--- src/rtl/rf_pkg.sv ---
// Shared types and helpers for the multiport register file with its clear engine.
package rf_pkg;

  typedef enum logic {RF_IDLE, RF_CLEAR} rf_state_t;

  localparam int RF_MAX_DEPTH = 256;

  // True for addresses that map to a real, writable entry (entry 0 is hardwired zero).
  function automatic logic rf_addr_ok(input int unsigned addr, input int unsigned depth);
    return (addr != 0) && (addr < depth);
  endfunction

endpackage

--- src/rtl/rf_wr_decoder.sv ---
// One-hot write strobe generator shared by the normal write port and the clear sweep.
module rf_wr_decoder #(
  parameter int DEPTH = 8,
  parameter int AW    = $clog2(DEPTH)
) (
  input  logic             ena,
  input  logic [AW-1:0]    addr,
  output logic [DEPTH-1:0] strobe
);

  always_comb begin
    strobe = '0;
    for (int i = 0; i < DEPTH; i++) begin
      if (ena && (addr == AW'(i))) strobe[i] = 1'b1;
    end
  end

endmodule

--- src/rtl/rf_multiport_clr.sv ---
// Two-read / one-write register file with register 0 hardwired to zero and a sequential clear sweep.
// Optional macro RF_BYPASS_EN forwards an accepted write to a matching read port in the same cycle.
module rf_multiport_clr
  import rf_pkg::*;
#(
  parameter int WIDTH = 8,
  parameter int DEPTH = 8,
  parameter int AW    = $clog2(DEPTH)
) (
  input  logic             clk,
  input  logic             rst_n,
  input  logic             we3,
  input  logic [AW-1:0]    wa3,
  input  logic [WIDTH-1:0] wd3,
  input  logic [AW-1:0]    ra1,
  input  logic [AW-1:0]    ra2,
  output logic [WIDTH-1:0] rd1,
  output logic [WIDTH-1:0] rd2,
  input  logic             clr_req,
  output logic             busy,
  output logic             clr_done,
  output logic             wr_rej
);

  rf_state_t        state;
  rf_state_t        state_nxt;
  logic [AW-1:0]    ptr;
  logic             sweep_last;
  logic             wr_ok;
  logic             wr_bad;
  logic             dec_ena;
  logic [AW-1:0]    dec_addr;
  logic [WIDTH-1:0] wdata;
  logic [DEPTH-1:0] strobe;
  logic             unused_strobe0;
  logic [WIDTH-1:0] mem [DEPTH];

  assign sweep_last = (ptr == AW'(DEPTH - 1));
  assign wr_ok      = we3 && !busy && rf_addr_ok(32'(wa3), DEPTH);
  // Writes to entry 0 are silently discarded; only out-of-range or busy-time writes are flagged.
  assign wr_bad     = we3 && (wa3 != '0) && (busy || !rf_addr_ok(32'(wa3), DEPTH));

  always_ff @(posedge clk or negedge rst_n) begin
    if (!rst_n) state <= RF_IDLE;
    else        state <= state_nxt;
  end

  always_comb begin
    state_nxt = state;
    case (state)
      RF_IDLE:  if (clr_req)    state_nxt = RF_CLEAR;
      RF_CLEAR: if (sweep_last) state_nxt = RF_IDLE;
      default:                  state_nxt = RF_IDLE;
    endcase
  end

  always_comb begin
    busy = (state == RF_CLEAR);
  end

  always_ff @(posedge clk or negedge rst_n) begin
    if (!rst_n) begin
      ptr      <= '0;
      clr_done <= 1'b0;
      wr_rej   <= 1'b0;
    end else begin
      if (state == RF_IDLE && clr_req) ptr <= AW'(1);
      else if (state == RF_CLEAR)      ptr <= ptr + AW'(1);
      clr_done <= (state == RF_CLEAR) && sweep_last;
      wr_rej   <= wr_bad;
    end
  end

  // The sweep borrows the write path: pointer as address, zero as data.
  assign dec_ena  = wr_ok || busy;
  assign dec_addr = busy ? ptr : wa3;
  assign wdata    = busy ? '0 : wd3;

  rf_wr_decoder #(
    .DEPTH (DEPTH),
    .AW    (AW)
  ) u_dec (
    .ena    (dec_ena),
    .addr   (dec_addr),
    .strobe (strobe)
  );

  assign unused_strobe0 = strobe[0];

  always_ff @(posedge clk or negedge rst_n) begin
    if (!rst_n) begin
      for (int i = 0; i < DEPTH; i++) mem[i] <= '0;
    end else begin
      for (int i = 1; i < DEPTH; i++) begin
        if (strobe[i]) mem[i] <= wdata;
      end
    end
  end

  function automatic logic [WIDTH-1:0] read_port(input logic [AW-1:0] ra);
    logic [WIDTH-1:0] val;
    val = '0;
    if (rf_addr_ok(32'(ra), DEPTH)) val = mem[ra];
`ifdef RF_BYPASS_EN
    if (wr_ok && (ra == wa3)) val = wd3;
`else
`endif
    return val;
  endfunction

  always_comb begin
    rd1 = read_port(ra1);
  end

  always_comb begin
    rd2 = read_port(ra2);
  end

endmodule
--- config.mk ---
export PLATFORM = sky130hd
export DESIGN_NAME = rf_multiport_clr
export DESIGN_NICKNAME = d
export VERILOG_FILES = /design/src/rtl/rf_pkg.sv /design/src/rtl/rf_wr_decoder.sv /design/src/rtl/rf_multiport_clr.sv
export SDC_FILE = /design/constraint.sdc
export NUM_CORES = 1
export LEC_CHECK = 0
export ABC_AREA = 1
export BUFFER_PORTS_ARGS = -buffer_cell sky130_fd_sc_hd__buf_4
export CORE_MARGIN = 1.5
export CORE_UTILIZATION = 50
export CTS_CLUSTER_DIAMETER = 100
export DETAILED_ROUTE_END_ITERATION = 16
export PLACE_DENSITY = 0.69
export REMOVE_ABC_BUFFERS = 1
export SETUP_SLACK_MARGIN = 0.1
export SLEW_MARGIN = 10
export SYNTH_ARGS = -nofsm -noshare
export SYNTH_HDL_FRONTEND = slang
export SYNTH_SLANG_ARGS = --single-unit
--- constraint.sdc ---
create_clock -name clk -period 2.9 [get_ports clk]
set_clock_uncertainty 0.1 [all_clocks]
set_input_delay 0.145 -clock clk [delete_from_list [all_inputs] [get_ports clk]]
set_output_delay 0.145 -clock clk [all_outputs]
set_load 0.05 [all_outputs]
# ---- Word level (Yosys, flattened, before mapping)
# Index checks and enable logic that the tools add are counted.
dict set report classes {
  eq_ne 8
  bitwise_logic 3
  reduce_logical 21
  magnitude_cmp 2
  n_addsub 1
  mux 22
}
# operator count
set ops {}
lappend ops {{2-to-1 mux 8 bit} 7}
lappend ops {{binary-select mux 8 bit (select 3 bit)} 2}
lappend ops {{equality test 3 bit, second input constant} 5}
lappend ops {{logical AND 1 bit} 13}
lappend ops {{2-to-1 mux 1 bit} 9}
lappend ops {{2-to-1 mux 3 bit} 3}
lappend ops {{nonzero test 3 bit} 3}
lappend ops {{>= comparator 4 bit, second input constant} 2}
lappend ops {{NOT 3 -> 4 bit} 2}
lappend ops {{equality test 3 x 2 -> 1 bit, second input constant} 2}
lappend ops {{adder 3 x 1 -> 3 bit, second input constant} 1}
lappend ops {{equality test 3 x 1 -> 1 bit, second input constant} 1}
lappend ops {{logical NOT 1 bit} 2}
lappend ops {{logical OR 1 bit} 2}
lappend ops {{one-hot mux 1 bit (2 select lines)} 1}
lappend ops {{nonzero test 2 bit} 1}
lappend ops {{NOT 1 bit} 1}
dict set report totals {
  out_inout_bits 19
  word_cells 68
  regBits 62
}

# ---- Depth between registers and ports, before layout
# Gate-level depths: netlist of run 1.
dict set report depth {
  word_depth 6
  depth_mapped 8
  depth_no_buf 8
}

# ---- Hierarchy
# Synthesis of run 1 repeated with hierarchy kept, for this count alone.
dict set report hier_totals {
  hier_cells 503
  area_unflattened_um2 3497.1
}
# module cells_each seq_area_each_um2 instances area_each_um2
set modules_own_cells {}
lappend modules_own_cells {rf_multiport_clr 486 1551.5 1 3433.3}
lappend modules_own_cells {rf_wr_decoder 17 0.0 1 63.8}

# ---- Least setup slack after synthesis of run 1
# Ideal clock, no wire load.
dict set report synth_path {
  kind {input to output}
  startpoint {input port ra1[1]}
  endpoint {output port rd1[5]}
  t_arrival_ns 1.459
  required_time_ns 2.655
  path_stages 7
  setup_slack_ns 1.196
  path_buffers 2
  path_cell_list {buf_2 > inv_1 > buf_4 > o21ai_0 > a21oi_1 > nor2_1 > nor2_1}
}
dict set report synth_between {
  elab_chain_len 5
  elab_cells_between_ends 6
}
# item line
set synth_rtl {}
lappend synth_rtl {{start, declared} rf_multiport_clr.sv:15} ;# input logic [AW-1:0] ra1,
lappend synth_rtl {{NOT 3 -> 4 bit (not written as such)} rf_multiport_clr.sv:103} ;# if (rf_addr_ok(32'(ra), DEPTH)) val = mem[ra];
lappend synth_rtl {{binary-select mux 8 bit (select 3 bit)} rf_multiport_clr.sv:103}
lappend synth_rtl {{2-to-1 mux 8 bit (not written as such) (2 in series)} rf_multiport_clr.sv:103}
lappend synth_rtl {{2-to-1 mux 8 bit *} rf_multiport_clr.sv:103}
lappend synth_rtl {{end, declared} rf_multiport_clr.sv:17} ;# output logic [WIDTH-1:0] rd1,
# Every way passes the cells marked *; elsewhere a longest branch is shown, timed or not. The select of a mux whose other input is x is not followed.

# ---- Worst setup path after layout of run 1
dict set report layout_path {
  startpoint {register state (netlist: busy)}
  endpoint {register mem[10] (netlist bit)}
}
dict set report layout_between {
  elab_chain_len 6
  elab_cells_between_ends 9
}
# item line
set layout_rtl {}
lappend layout_rtl {{start, declared} rf_multiport_clr.sv:25} ;# rf_state_t state;
lappend layout_rtl {{start signal, assigned} rf_multiport_clr.sv:45} ;# else state <= state_nxt;
lappend layout_rtl {{parallel branches: the longest is 6 deep, another holds 2-to-1 mux 3 bit} --}
lappend layout_rtl {{end signal, assigned by index} rf_multiport_clr.sv:95} ;# if (strobe[i]) mem[i] <= wdata;
lappend layout_rtl {{end, declared} rf_multiport_clr.sv:36} ;# logic [WIDTH-1:0] mem [DEPTH];
# Parallel ways; which one is timed is not known.
# A chain may end at the register's enable or synchronous reset.

==> impl_results.md, run 1 <==
* Die Ht at 91.0 µm
* CP max stage cell: dfrtp_1
* Reg2Reg Depth at 6
* Slew @ Worst Pin at 0.782 ns
* Cell mode on critical path: nand2_1
* Finished Cell Area at 4420 µm²
* Endpoint arrival time on the critical path at 2.16 ns
* Share of layout cells above drive strength 1 at 13.7%
* Initial antenna violation count at 0
* Synth unique cells at 24
* Syn_area_per_cell at 7.00 µm²
* Initial Utilization at 52.5%
* Area delta synth->final at 14.2%
* Cell Area, Placed at 4190 µm²
* Register area share after synthesis at 40.1%
* Hold crit path type: in2reg
* M1 WL at 4.93 mm
* R2r setup slk at 0.86 ns
* Sequential share of power at 34.0%
* Slowest Stage Delay on Critical Path at 0.82 ns
* Gate power share at 47.3%
* Final hold vios at 0
* Final setup fails at 0
* Hold slack final at 0.114 ns
* CP Cell Sequence: inv_1 -> nand2_2 -> buf_12 -> nand2_4 -> nand2_1 -> nand2_1
* DRT Pass-1 Iters at 5
* Final GP Congestion at 0.911
* Crit path buffers/inverters at 2
* Clock Power Share at 18.6%
* WP data required at 3.03 ns
* Dpl hpwl at 7.67 mm
* Die width at 91.0 µm
* Final worst-path cycle share at 70.2%
* Final Power at 4.09 mW
* Root buf cell: clkbuf_8
* Sw Share at 48.2%
* DR vias at 3762
* Met2 WL at 5.03 mm
* Final worst path period need at 2.04 ns
* RSZ-0062 raised after global routing: false
* Input/output buffers at 39
* Setup TNS at 0 ns
* Pleak at 2.38 nW
* Cell taking the most area after synthesis: dfrtp_1
* Remaining Overflow, GRT at 0
* Core ar. at 7370 µm²
* P_sw at 1.97 mW
* Worst ir drop on vdd at 786 µV
* Power Dens Cells at 926 nW/µm²
* Total GRT Usage at 27.8%
* TritonCTS clock tree: done
* Worst-path fanout max at 63
* CP Capture Type: register
* Drt drc at 0
* Max Clk Rate at 491 MHz
* Hold depth at 5
* Die area at 8270 µm²
* Max cap viols at 0
* Synth top area share at 40.1%
* Top delay family on crit path: flip-flops
* Worst slew margin at 47.6%
* Vias/cell at 5.46
* 1st-iter DRT viols at 234
* Power Internal at 2.12 mW
* R2R Path Start: busy
* Main synth FF type: dfrtp_1
* Nets at 608
* Clock Latency Late Sink at 0.34 ns
* IO Count at 40
* Async S/R FF share, synth at 100%
* Top cells by area, synth: dfrtp_1, nand2_1, nand3_1
* Status: completed
* Top routing layer used: met4
* CTS Sinks at 62
* DP Worst Slack at 0.902 ns
* Reg clk slew, reported paths at 0.07 ns
* Mapped Area at 3870 µm²
* Largest net degree at the start of global routing at 64
* Number of synthesized flops with an enable pin at 0
* Top-count cell post-synth: nand2_1
* Antenna cells at 0
* Num CTS Buffers at 9
* Setup CP Type: reg2reg
* CP Launch Type: register
* Clock buffer depth at 2
* Global-route wire length before repair at 17.7 mm
* DRT antenna net count at 0
* Rows at 31
* Hold Path End: wr_rej
* Routed WL per cell at 15.8 µm
* H-Tree Depth at 3
* Yosys warnings at 8
* Fillcell total at 717
* Metal3 WL at 798 µm
* Slew Limit Fails at 0
* Worst r2r dst: mem[10]
* Final setup margin at 0.864 ns
* Number of synthesized register bits at 62
* Number of global-route vias before repair at 3403
* Hold_sp: wa3[0]
* Routed WL at 10.9 mm
* Mapped Cells at 553
* Top post-synthesis cells by count: nand2_1, nand3_1, dfrtp_1, nor2_1, inv_1
==> cells by family after synthesis <==
| group | count (synthesis) | synth area share, % |
|---|---|---|
| compound gates | 61 | 9.74 |
| fa+ha+maj | 2 | 0.647 |
| buf+inv | 67 | 7.37 |
| flops | 62 | 40.1 |
| simple gates | 361 | 42.1 |
==> layer usage <==
| layer | track usage, % | vias up |
|---|---|---|
| li1 | - | 1831 |
| met1 | 38.9 | 1762 |
| met2 | 43.6 | 157 |
| met3 | 5.70 | 12 |
| met4 | 8.20 | 0 |
| met5 | 0 | - |
==> worst reg2reg max path, cell delays in order, from the launching register on <==
cell and delay [ns]:
dfrtp_1 0.82, inv_1 0.25, nand2_2 0.16, buf_12 0.29, nand2_4 0.16, nand2_1 0.08, nand2_1 0.04
==> placed cells by master (no fill, tap or decap) <==
cell	count
clkinvlp_4	1
clkinv_4	1
o21ai_4	1
clkinv_2	3
inv_2	2
nand2_2	6
nor2_8	7
buf_4	39
buf_12	1
clkbuf_8	10
o21a_4	1
o211ai_1	16
a22o_1	2
nor2_2	1
o21ai_0	24
clkinv_1	1
nor2_1	44
dlygate4sd3_1	3
nand2_1	223
nand3_1	73
a21oi_1	16
ha_1	2
inv_1	42
a21boi_0	1
nand2_4	7
dfrtp_1	62
bufinv_16	1
==> worst max-delay path by stage <==
stage,from,end,slack [ns],cells past startpoint
floorplan,busy,mem[0],0.39,5
global placement,busy,mem[35],1.03,6
detailed placement,busy,mem[12],0.90,6
CTS,busy,mem[10],0.88,6
global route,busy,mem[54],0.74,6
finish,busy,mem[10],0.86,6
==> state kept, by name, indices dropped and copies added, names as in the netlist <==
signal / count
ptr: 3
clr_done: 1
busy: 1
wr_rej: 1
mem: 56
==> power groups by stage <==
stage	logic, mW	clock network (mW)	registers, mW
floorplan	1.41	0	1.36
global placement	1.90	0	1.39
detailed placement	1.93	0	1.40
CTS	1.94	0.771	1.39
global route	2.13	0.812	1.43
finish	1.94	0.763	1.39
==> stage by stage <==
step / utilization, % / instances
2_1_floorplan: - / 531
3_3_place_gp: 56.8 / 670
3_5_place_dp: 56.8 / 670
4_1_cts: 59.9 / 689
5_1_grt: 59.9 / 689
6_report: 59.9 / 689
==> repair_timing <==
| action | 4_1_cts | 5_1_grt |
|---|---|---|
| hold buffers | 3 | 0 |
| resized for setup | 0 | 0 |
| endpoints found under the hold margin | 64 | 0 |
| buffers inserted | 0 | 0 |
==> area by class of cell <==
cell class / instances / area [µm²] / area share (%)
clock buffers: 10 / 138 / 3.12
clock inverters: 6 / 61.3 / 1.39
inverters: 45 / 169 / 3.82
multi-input cells: 424 / 2030 / 46.0
flip-flops and latches: 62 / 1550 / 35.1
well taps: 99 / 124 / 2.80
repair buffers: 43 / 343 / 7.76
(Power assumes the default switching activity.)
==> inputs of run 2 (changes only) <==
Clock period 2.9 ns to 1.9 ns, I/O delays scaled along.
==> run 2 against run 1 <==
Against the previous run: clock power rose by 39%; via count up 1.4%; flip-flop and latch count stayed put; combinational power is 62% higher; power is 54% higher; critical path depth rose by 1; register-to-register slack lost 0.59 ns; first-iteration DRC count is 77% higher; non-clock buffer count grew 15; clock-buffer cell count is the same; die area did not move; critical path type is now reg2out; critical endpoint is now rd1[4]; largest power group unchanged.
==> impl_results.md, run 2 (synthesis gave the netlist of run 1 again) <==
* Max Clk Rate at 606 MHz
* Clock Latency Late Sink at 0.35 ns
* Setup TNS at 0 ns
* WP data required at 1.70 ns
* Worst ir drop on vdd at 1430 µV
* Slew @ Worst Pin at 0.784 ns
* Final worst path period need at 1.65 ns
* DRT antenna net count at 0
* Largest net degree at the start of global routing at 64
* Worst slew margin at 47.8%
* Nets at 623
* Remaining Overflow, GRT at 0
* CTS Sinks at 62
* Cells resized by post-CTS repair at 0
* Endpoint arrival time on the critical path at 1.45 ns
* Most flop-heavy register: mem
* Final GP Congestion at 0.981
* Multi-input gate area at 2030 µm²
* Initial Utilization at 52.5%
* IO Count at 40
* Max reg flops at 56
* P_sw at 3.09 mW
* DR vias at 3814
* Power Internal at 3.21 mW
* DRT Pass-1 Iters at 5
* CP Capture Type: primary output
* 1st-iter DRT viols at 415
* H-Tree Depth at 3
* Hold crit path type: in2reg
* Clock Power Share at 16.9%
* Total GRT Usage at 29.0%
* Final worst-path cycle share at 86.8%
* Vias/cell at 5.42
* Final setup margin at 0.251 ns
* Gate power share at 50.1%
* Register area at 1550 µm²
* Initial antenna violation count at 0
* Worst-path fanout max at 2
* Share of layout cells above drive strength 1 at 15.7%
* Root buf cell: clkbuf_8
* Area delta synth->final at 16.8%
* Rows at 31
* Number of global-route vias before repair at 3545
* Most common cell after layout, fill and taps aside: nand2_1
* Input/output buffers at 39
* Slew Limit Fails at 0
* Sequential share of power at 33.0%
* DP Worst Slack at 0.275 ns
* Non-filler cells in the finished layout at 704
* Final Power at 6.29 mW
* Pleak at 2.44 nW
* Antenna cells at 0
* Die area at 8270 µm²
* Routed WL per cell at 15.7 µm
* Setup CP Type: reg2out
* Final hold vios at 0
* CP Launch Type: register
* Fillcell total at 703
* Drt drc at 0
* Inst Count DP at 684
* Power Dens Cells at 1390 nW/µm²
* TritonCTS clock tree: done
* Final setup fails at 0
* Reg clk slew, reported paths at 0.08 ns
* Hold slack final at 0.0459 ns
* Most frequent cells in the layout: nand2_1, nand3_1, dfrtp_1, buf_4, nor2_1
* Num CTS Buffers at 9
* Status: completed
* Routed WL at 11.0 mm
* Top Registers: mem: 56 flops, ptr: 3 flops
* RSZ-0062 raised after global routing: false
* Global-route wire length before repair at 18.5 mm
* Die width at 91.0 µm
* Core ar. at 7370 µm²
* Sw Share at 49.1%
* Clock buffer depth at 2
* Dpl hpwl at 7.91 mm
* R2r setup slk at 0.27 ns
* Die Ht at 91.0 µm
* Max cap viols at 0
-- run 2: cell types whose count changed in the layout (fill, tap and decap cells not counted), sizes merged --
| cell | previous run | this run |
|---|---|---|
| clkinvlp | 1 | 3 |
| buf | 40 | 54 |
| bufinv | 1 | 0 |
| clkinv | 5 | 3 |
| inv | 44 | 45 |
| dlygate4sd3 | 3 | 4 |
-- run 2: timing repair --
action	in CTS	in global routing
buffers inserted	0	0
hold endpoints to repair	68	0
hold buffers	4	0
-- run 2: per-layer routing --
metal  GRT usage [%]  routed length (µm)  share of wire (%)  vias to the layer above
li1                -                   -                  -                     1859
met1            41.6                4990                 45                     1754
met2            42.1                4900                 44                      172
met3            7.29                 883                8.0                       29
met4            10.5                 259                2.3                        0
met5               0                   0                  0                        -
-- run 2: area by class of cell --
class,count,share of cell area [%]
inverter,45,3.74
clock buffer,10,3.05
timing repair buffer,58,10.1
multi-input combinational,424,45.0
clock inverter,6,0.997
tap,99,2.74
sequential,62,34.3
-- run 2: power by group through the flow --
stage,registers [mW],logic (mW),clock network (mW)
floorplan,2.08,2.16,0
global placement,2.08,3.08,0
detailed placement,2.09,3.14,0
CTS,2.07,3.15,1.10
global route,2.13,3.47,1.14
finish,2.08,3.15,1.06
-- run 2: critical path, cell delays in order (launching register included) --
cell and delay [ns]:
dfrtp_1 0.39, inv_1 0.08, nand2_1 0.06, o211ai_1 0.10
nand2_1 0.07, nor2_1 0.15, nor2_1 0.07, buf_4 0.19
-- run 2: through the flow --
| step | utilization, % | cell area [µm²] |
|---|---|---|
| after floorplan | - | 3750 |
| after global placement | 58.3 | 4290 |
| after detailed placement | 58.3 | 4290 |
| after CTS | 61.3 | 4520 |
| after global routing | 61.3 | 4520 |
| final | 61.3 | 4520 |
-- run 2: final timing paths --
kind                           end  startpoint  cells past startpoint
max                         rd1[4]      mem[4]                      7
min                        mem[41]      wd3[1]                      5
max reg2reg                mem[39]        busy                      8
min reg2reg                 mem[5]      mem[5]                      2
max in group asynchronous  mem[52]       rst_n                      2
min in group asynchronous  mem[21]       rst_n                      2
